**src/rtl/fifo_pkg.sv**
```systemverilog
// Shared pointer helpers for the modulator FIFO read/write controllers.
// Gray conversions run at a fixed maximum width; callers cast to their own.
package fifo_pkg;

   localparam int PTR_MAX_W = 16;
   localparam int SYNC_MAX  = 3;

   function automatic bit sync_legal(input int stages);
      return (stages == 0) || ((stages >= 2) && (stages <= SYNC_MAX));
   endfunction

   function automatic logic [PTR_MAX_W-1:0] bin2gray(
      input logic [PTR_MAX_W-1:0] b
   );
      return b ^ (b >> 1);
   endfunction

   function automatic logic [PTR_MAX_W-1:0] gray2bin(
      input logic [PTR_MAX_W-1:0] g
   );
      logic [PTR_MAX_W-1:0] b;
      b[PTR_MAX_W-1] = g[PTR_MAX_W-1];
      for (int i = PTR_MAX_W - 2; i >= 0; i--) begin
         b[i] = b[i+1] ^ g[i];
      end
      return b;
   endfunction

endpackage

```
**src/rtl/fifo_wr_ctrl_param_gray_sync.sv**
```systemverilog
// N-stage flop chain for a Gray pointer crossing; zero stages is a wire.
module gray_sync
   import fifo_pkg::*;
#(
   parameter int WIDTH  = 4,
   parameter int STAGES = 0
) (
   input  logic             clk,
   input  logic             rst_n,
   input  logic [WIDTH-1:0] i_d,
   output logic [WIDTH-1:0] o_q
);

   if (STAGES == 0) begin : g_pass
      logic w_unused;
      assign w_unused = clk ^ rst_n;
      assign o_q      = i_d;
   end else begin : g_flops
      logic [WIDTH-1:0] r_sync [STAGES];

      always_ff @(posedge clk or negedge rst_n) begin
         if (!rst_n) begin
            for (int i = 0; i < STAGES; i++) r_sync[i] <= '0;
         end else begin
            r_sync[0] <= i_d;
            for (int i = 1; i < STAGES; i++) r_sync[i] <= r_sync[i-1];
         end
      end

      assign o_q = r_sync[STAGES-1];
   end

endmodule

```
**src/rtl/fifo_wr_ctrl_param.sv**
```systemverilog
// Write-side pointer/status controller: Gray write pointer out, Gray read
// pointer in, registered full/almost_full/level and a sticky overflow.
module fifo_wr_ctrl_param
   import fifo_pkg::*;
#(
   parameter int ADDR_W      = 3,
   parameter int AF_LEVEL    = 6,
   parameter int SYNC_STAGES = 0
) (
   input  logic              clk,
   input  logic              rst_n,
   input  logic              wr_en,
   input  logic [ADDR_W:0]   rd_ptr_gray,
   input  logic              clr_ovf,
   output logic              wr_en_out,
   output logic [ADDR_W-1:0] wr_addr,
   output logic [ADDR_W:0]   wr_ptr_gray,
   output logic              full,
   output logic              almost_full,
   output logic [ADDR_W:0]   wr_level,
   output logic              overflow
);

   localparam int PW = ADDR_W + 1;
   localparam logic [PW-1:0] AF_LVL = PW'(AF_LEVEL);

   if ((AF_LEVEL < 1) || (AF_LEVEL > (1 << ADDR_W))) begin : g_bad_af
      $error("fifo_wr_ctrl_param: AF_LEVEL out of range");
   end
   if (!sync_legal(SYNC_STAGES)) begin : g_bad_sync
      $error("fifo_wr_ctrl_param: illegal SYNC_STAGES");
   end
   if (PW > PTR_MAX_W) begin : g_bad_w
      $error("fifo_wr_ctrl_param: ADDR_W too wide");
   end

   logic [PW-1:0] r_wr_ptr_bin;
   logic [PW-1:0] r_wr_ptr_gray;
   logic [PW-1:0] r_wr_level;
   logic          r_full;
   logic          r_almost_full;
   logic          r_overflow;

   logic          w_accept;
   logic [PW-1:0] w_rd_sync;
   logic [PW-1:0] w_rd_bin;
   logic [PW-1:0] w_ptr_next;
   logic [PW-1:0] w_level_next;
   logic          w_full_next;

   gray_sync #(
      .WIDTH  (PW),
      .STAGES (SYNC_STAGES)
   ) u_rd_sync (
      .clk   (clk),
      .rst_n (rst_n),
      .i_d   (rd_ptr_gray),
      .o_q   (w_rd_sync)
   );

   assign w_accept     = wr_en & ~r_full;
   assign w_rd_bin     = PW'(gray2bin(PTR_MAX_W'(w_rd_sync)));
   assign w_ptr_next   = r_wr_ptr_bin + PW'(w_accept);
   assign w_level_next = w_ptr_next - w_rd_bin;

   // Same slot index, opposite lap bit: exactly one full depth apart.
   assign w_full_next =
      (w_ptr_next[ADDR_W-1:0] == w_rd_bin[ADDR_W-1:0]) &&
      (w_ptr_next[ADDR_W] != w_rd_bin[ADDR_W]);

   always_ff @(posedge clk or negedge rst_n) begin
      if (!rst_n) begin
         r_wr_ptr_bin  <= '0;
         r_wr_ptr_gray <= '0;
         r_wr_level    <= '0;
         r_full        <= 1'b0;
         r_almost_full <= 1'b0;
         r_overflow    <= 1'b0;
      end else begin
         r_wr_ptr_bin  <= w_ptr_next;
         r_wr_ptr_gray <= PW'(bin2gray(PTR_MAX_W'(w_ptr_next)));
         r_wr_level    <= w_level_next;
         r_full        <= w_full_next;
         r_almost_full <= (w_level_next >= AF_LVL);
         if (wr_en & r_full) r_overflow <= 1'b1;
         else if (clr_ovf)   r_overflow <= 1'b0;
      end
   end

   assign wr_en_out   = w_accept;
   assign wr_addr     = r_wr_ptr_bin[ADDR_W-1:0];
   assign wr_ptr_gray = r_wr_ptr_gray;
   assign full        = r_full;
   assign almost_full = r_almost_full;
   assign wr_level    = r_wr_level;
   assign overflow    = r_overflow;

endmodule
```
**config.mk**
```make
export PLATFORM = sky130hd
export DESIGN_NAME = fifo_wr_ctrl_param
export DESIGN_NICKNAME = d
export VERILOG_FILES = /design/src/rtl/fifo_pkg.sv /design/src/rtl/fifo_wr_ctrl_param_gray_sync.sv /design/src/rtl/fifo_wr_ctrl_param.sv
export SDC_FILE = /design/constraint.sdc
export NUM_CORES = 1
export LEC_CHECK = 0
export BUFFER_PORTS_ARGS = -buffer_cell sky130_fd_sc_hd__buf_4
export CAP_MARGIN = 25
export CORE_ASPECT_RATIO = 0.7
export CORE_MARGIN = 2
export CORE_UTILIZATION = 35
export CTS_CLUSTER_SIZE = 16
export DETAILED_ROUTE_END_ITERATION = 10
export PLACE_DENSITY_LB_ADDON = 0.05
export SLEW_MARGIN = 20
export SYNTH_ARGS = -nofsm -noshare
export SYNTH_HDL_FRONTEND = slang
export SYNTH_SLANG_ARGS = --single-unit
```
**constraint.sdc**
```tcl
create_clock -name clk -period 2.42 [get_ports clk]
set_clock_uncertainty 0.2 [all_clocks]
set_input_delay 0.484 -clock clk [delete_from_list [all_inputs] [get_ports clk]]
set_output_delay 0.484 -clock clk [all_outputs]
set_load 0.01 [all_outputs]
```
==> impl_metrics.py <==
metrics = {
    "final_layout": {
        "seqCellArea_um2": 350,
        "multi_input_area_um2": 363,
        "finalNetCount": 107,
        "area_growth_syn_to_layout_pct": 55.6,
        "fillCellCount": 163,
        "drive_gt1_share_pct": 51.6,
        "num_antenna_cells": 0,
    },
    "synthesis": {
        "ys_async_sr_fraction_pct": 100,
        "yosys.area.top_type": "dfrtp_1",
        "synth_edf_count": 0,
        "avgSynthCellArea_um2": 12.1,
        "synth_cells": 56,
        "synth_common_cells": "14 x dfrtp_1, 8 x inv_1, 6 x xnor2_1",
        "synth_ff_type": "dfrtp_1",
        "syn-cell-area_um2": 679,
        "synth.area.top_cells": "dfrtp_1 52%, xnor2_1 7.7%, ha_1 7.4%, xor2_1 5.2%, inv_1 4.4%",
        "synth_top_area_share_pct": 51.6,
        "syn_nets": 69,
        "ys_seq_area_share_pct": 51.6,
        "yosysWarnings": 0,
        "synth_seq_cells": 14,
        "netlist-cell-type-count": 21,
        "synth.most_common_cell": "dfrtp_1",
    },
    "sta": {
        "fmax_mhz": 436,
        "slew_violations": 0,
        "tns_ns": 0,
        "rsz0062_at_grt": "false",
        "final-setup-viol-count": 0,
        "period_needed_ns": 2.29,
        "setup_slack_ns": 0.129,
        "relSlewSlack_pct": 81.5,
        "worst-slew-pin-transition_ns": 0.277,
        "hold_viol": 0,
        "min_period_over_period_pct": 94.7,
    },
    "clock_network": {
        "insertion_delay_ns": 0.27,
        "cts_root_buffer": "clkbuf_4",
        "path_clk_slew_ns": 0.08,
        "clk_path_buf_depth": 2,
        "clock-sinks": 14,
        "cts_tree": "done",
        "htree_levels": 1,
        "cts_buffers": 3,
    },
    "route": {
        "vias_per_cell": 4.44,
        "drtIter0Drc": 6,
        "drc": 0,
        "ant_nets": 0,
        "routed_wl_mm": 1.27,
        "wl_per_cell_um": 11.1,
        "first_pass_iters": 4,
        "vias": 511,
    },
    "hold_path": {
        "worstHoldStart": "clr_ovf",
        "hold_class": "in -> reg",
        "hold_depth": 2,
        "whs_endpoint": "overflow$_DFFE_PN0P_",
    },
    "global_route": {
        "grt_pass1_wl_mm": 1.97,
        "antenna_found_initial": 0,
        "grt.total_usage_pct": 12.3,
        "gr-total-overflow": 0,
        "grt_max_degree": 15,
        "grt_pass1_vias": 415,
    },
    "worst_setup_path": {
        "startpoint_type": "flip-flop",
        "r2r_slack_ns": 0.13,
        "required_ns": 2.38,
        "worstSetupPathType": "reg -> reg",
        "crit_path_start": "full$_DFF_PN0_",
        "cp.arrival_ns": 2.25,
        "cp-end-kind": "flip-flop",
        "ff2ff_path_depth": 9,
        "worstReg2RegEnd": "almost_full$_DFF_PN0_",
        "r2r-start": "full$_DFF_PN0_",
        "cp_max_fo": 3,
    },
    "placement": {
        "portBuffers": 22,
        "dp_hpwl_mm": 1.02,
        "gp_congestion": 0.716,
        "pre_cts_ws_ns": -0.132,
    },
    "power_and_ir_drop": {
        "power_density_nw_per_um2": 1610,
        "p_leak_nw": 0.519,
        "irDropWorstVdd_uv": 853,
    },
    "die": {
        "initial_utilization_pct": 37.0,
        "io_pins": 23,
        "rows": 13,
        "fp.dieW_um": 56.7,
        "dieArea_um2": 2320,
        "die_h_um": 40.9,
        "fp.coreArea_um2": 1840,
    },
    "flow_run": {
        "drv_cap": 0,
    },
    "outcome": {
        "status": "complete, no violations",
    },
}
-- area by class of cell --
cell class              instances  area share [%]
repair buffers                 33            23.7
flip-flops and latches         14            33.1
inverters                       8            2.84
well taps                      22            2.60
clock buffers                   4            3.43
multi-input cells              34            34.3
-- registers in the layout (all words and copies together), names as in the netlist --
name,flops
almost_full,1
r_wr_ptr_bin,4
overflow,1
full,1
wr_ptr_gray,3
wr_level,4
-- cell usage in the layout (no fill, tap or decap), drive strengths merged --
master,instances
fa,1
a31oi,1
nand2,3
buf,32
dfrtp,14
o21ai,3
xnor2,6
xor2,5
dlygate4sd3,1
nor2b,2
o211a,1
nor3,3
nand3,1
nor2,1
clkbuf,4
nand3b,1
ha,4
nand2b,1
a211oi,1
inv,8
-- through the flow --
stage	utilization (%)	cells	power, W	instance area, µm²	hold slack, ns
4_1_cts	54.6	113	0.00162	1000	0.180
3_3_place_gp	52.1	108	0.00144	957	0.143
3_5_place_dp	52.1	108	0.00145	957	0.140
2_1_floorplan	-	56	0.00103	704	-0.0116
5_1_grt	57.5	115	0.00184	1060	0.194
6_report	57.5	115	0.00170	1060	0.187
-- report_power, final --
part           switching [W]  internal (W)
combinational       0.000512      0.000594
clock              0.0000734     0.0000914
sequential         0.0000636      0.000364
total               0.000649       0.00105
-- how the worst max path moves through the flow --
stage / end / slack, ns / depth (start not counted)
after floorplan: almost_full$_DFF_PN0_ / 0.005 / 9
after global placement: almost_full$_DFF_PN0_ / -0.14 / 10
after detailed placement: almost_full$_DFF_PN0_ / -0.13 / 10
after CTS: almost_full$_DFF_PN0_ / 0.08 / 9
after global routing: almost_full$_DFF_PN0_ / 0.02 / 9
final: almost_full$_DFF_PN0_ / 0.13 / 9
-- what timing repair did --
item | in CTS | in global routing
setup endpoints to repair | 0 | 2
setup buffers | 0 | 2
hold buffers | 1 | 0
gates resized for setup | 0 | 5
hold endpoints to repair | 14 | 0
-- critical path, stage by stage, from the launching register on --
cell and delay, ns:
dfrtp_1 0.41, nor2b_2 0.14, ha_2 0.22, ha_4 0.22
ha_4 0.26, nor2b_4 0.18, nor3_4 0.06, o211a_1 0.24
o21ai_1 0.17, nand3b_1 0.09
-- kinds of logic after synthesis --
logic type               count (synthesis)  share of synthesized area, %
AO/OA/AOI/OAI                            6                          7.00
XOR/XNOR                                11                          16.9
adder cells (fa/ha/maj)                  5                          10.3
buffers and inverters                    8                          4.42
flip-flops                              14                          51.6
AND/OR/NAND/NOR                         12                          9.76
-- routing by layer --
layer	up-vias	GRT usage, %	wire length (µm)
li1	253	-	-
met1	241	15.9	593
met2	15	19.2	584
met3	2	4.10	75
met4	0	5.36	21
met5	-	0	0
(Power assumes the default switching activity.)
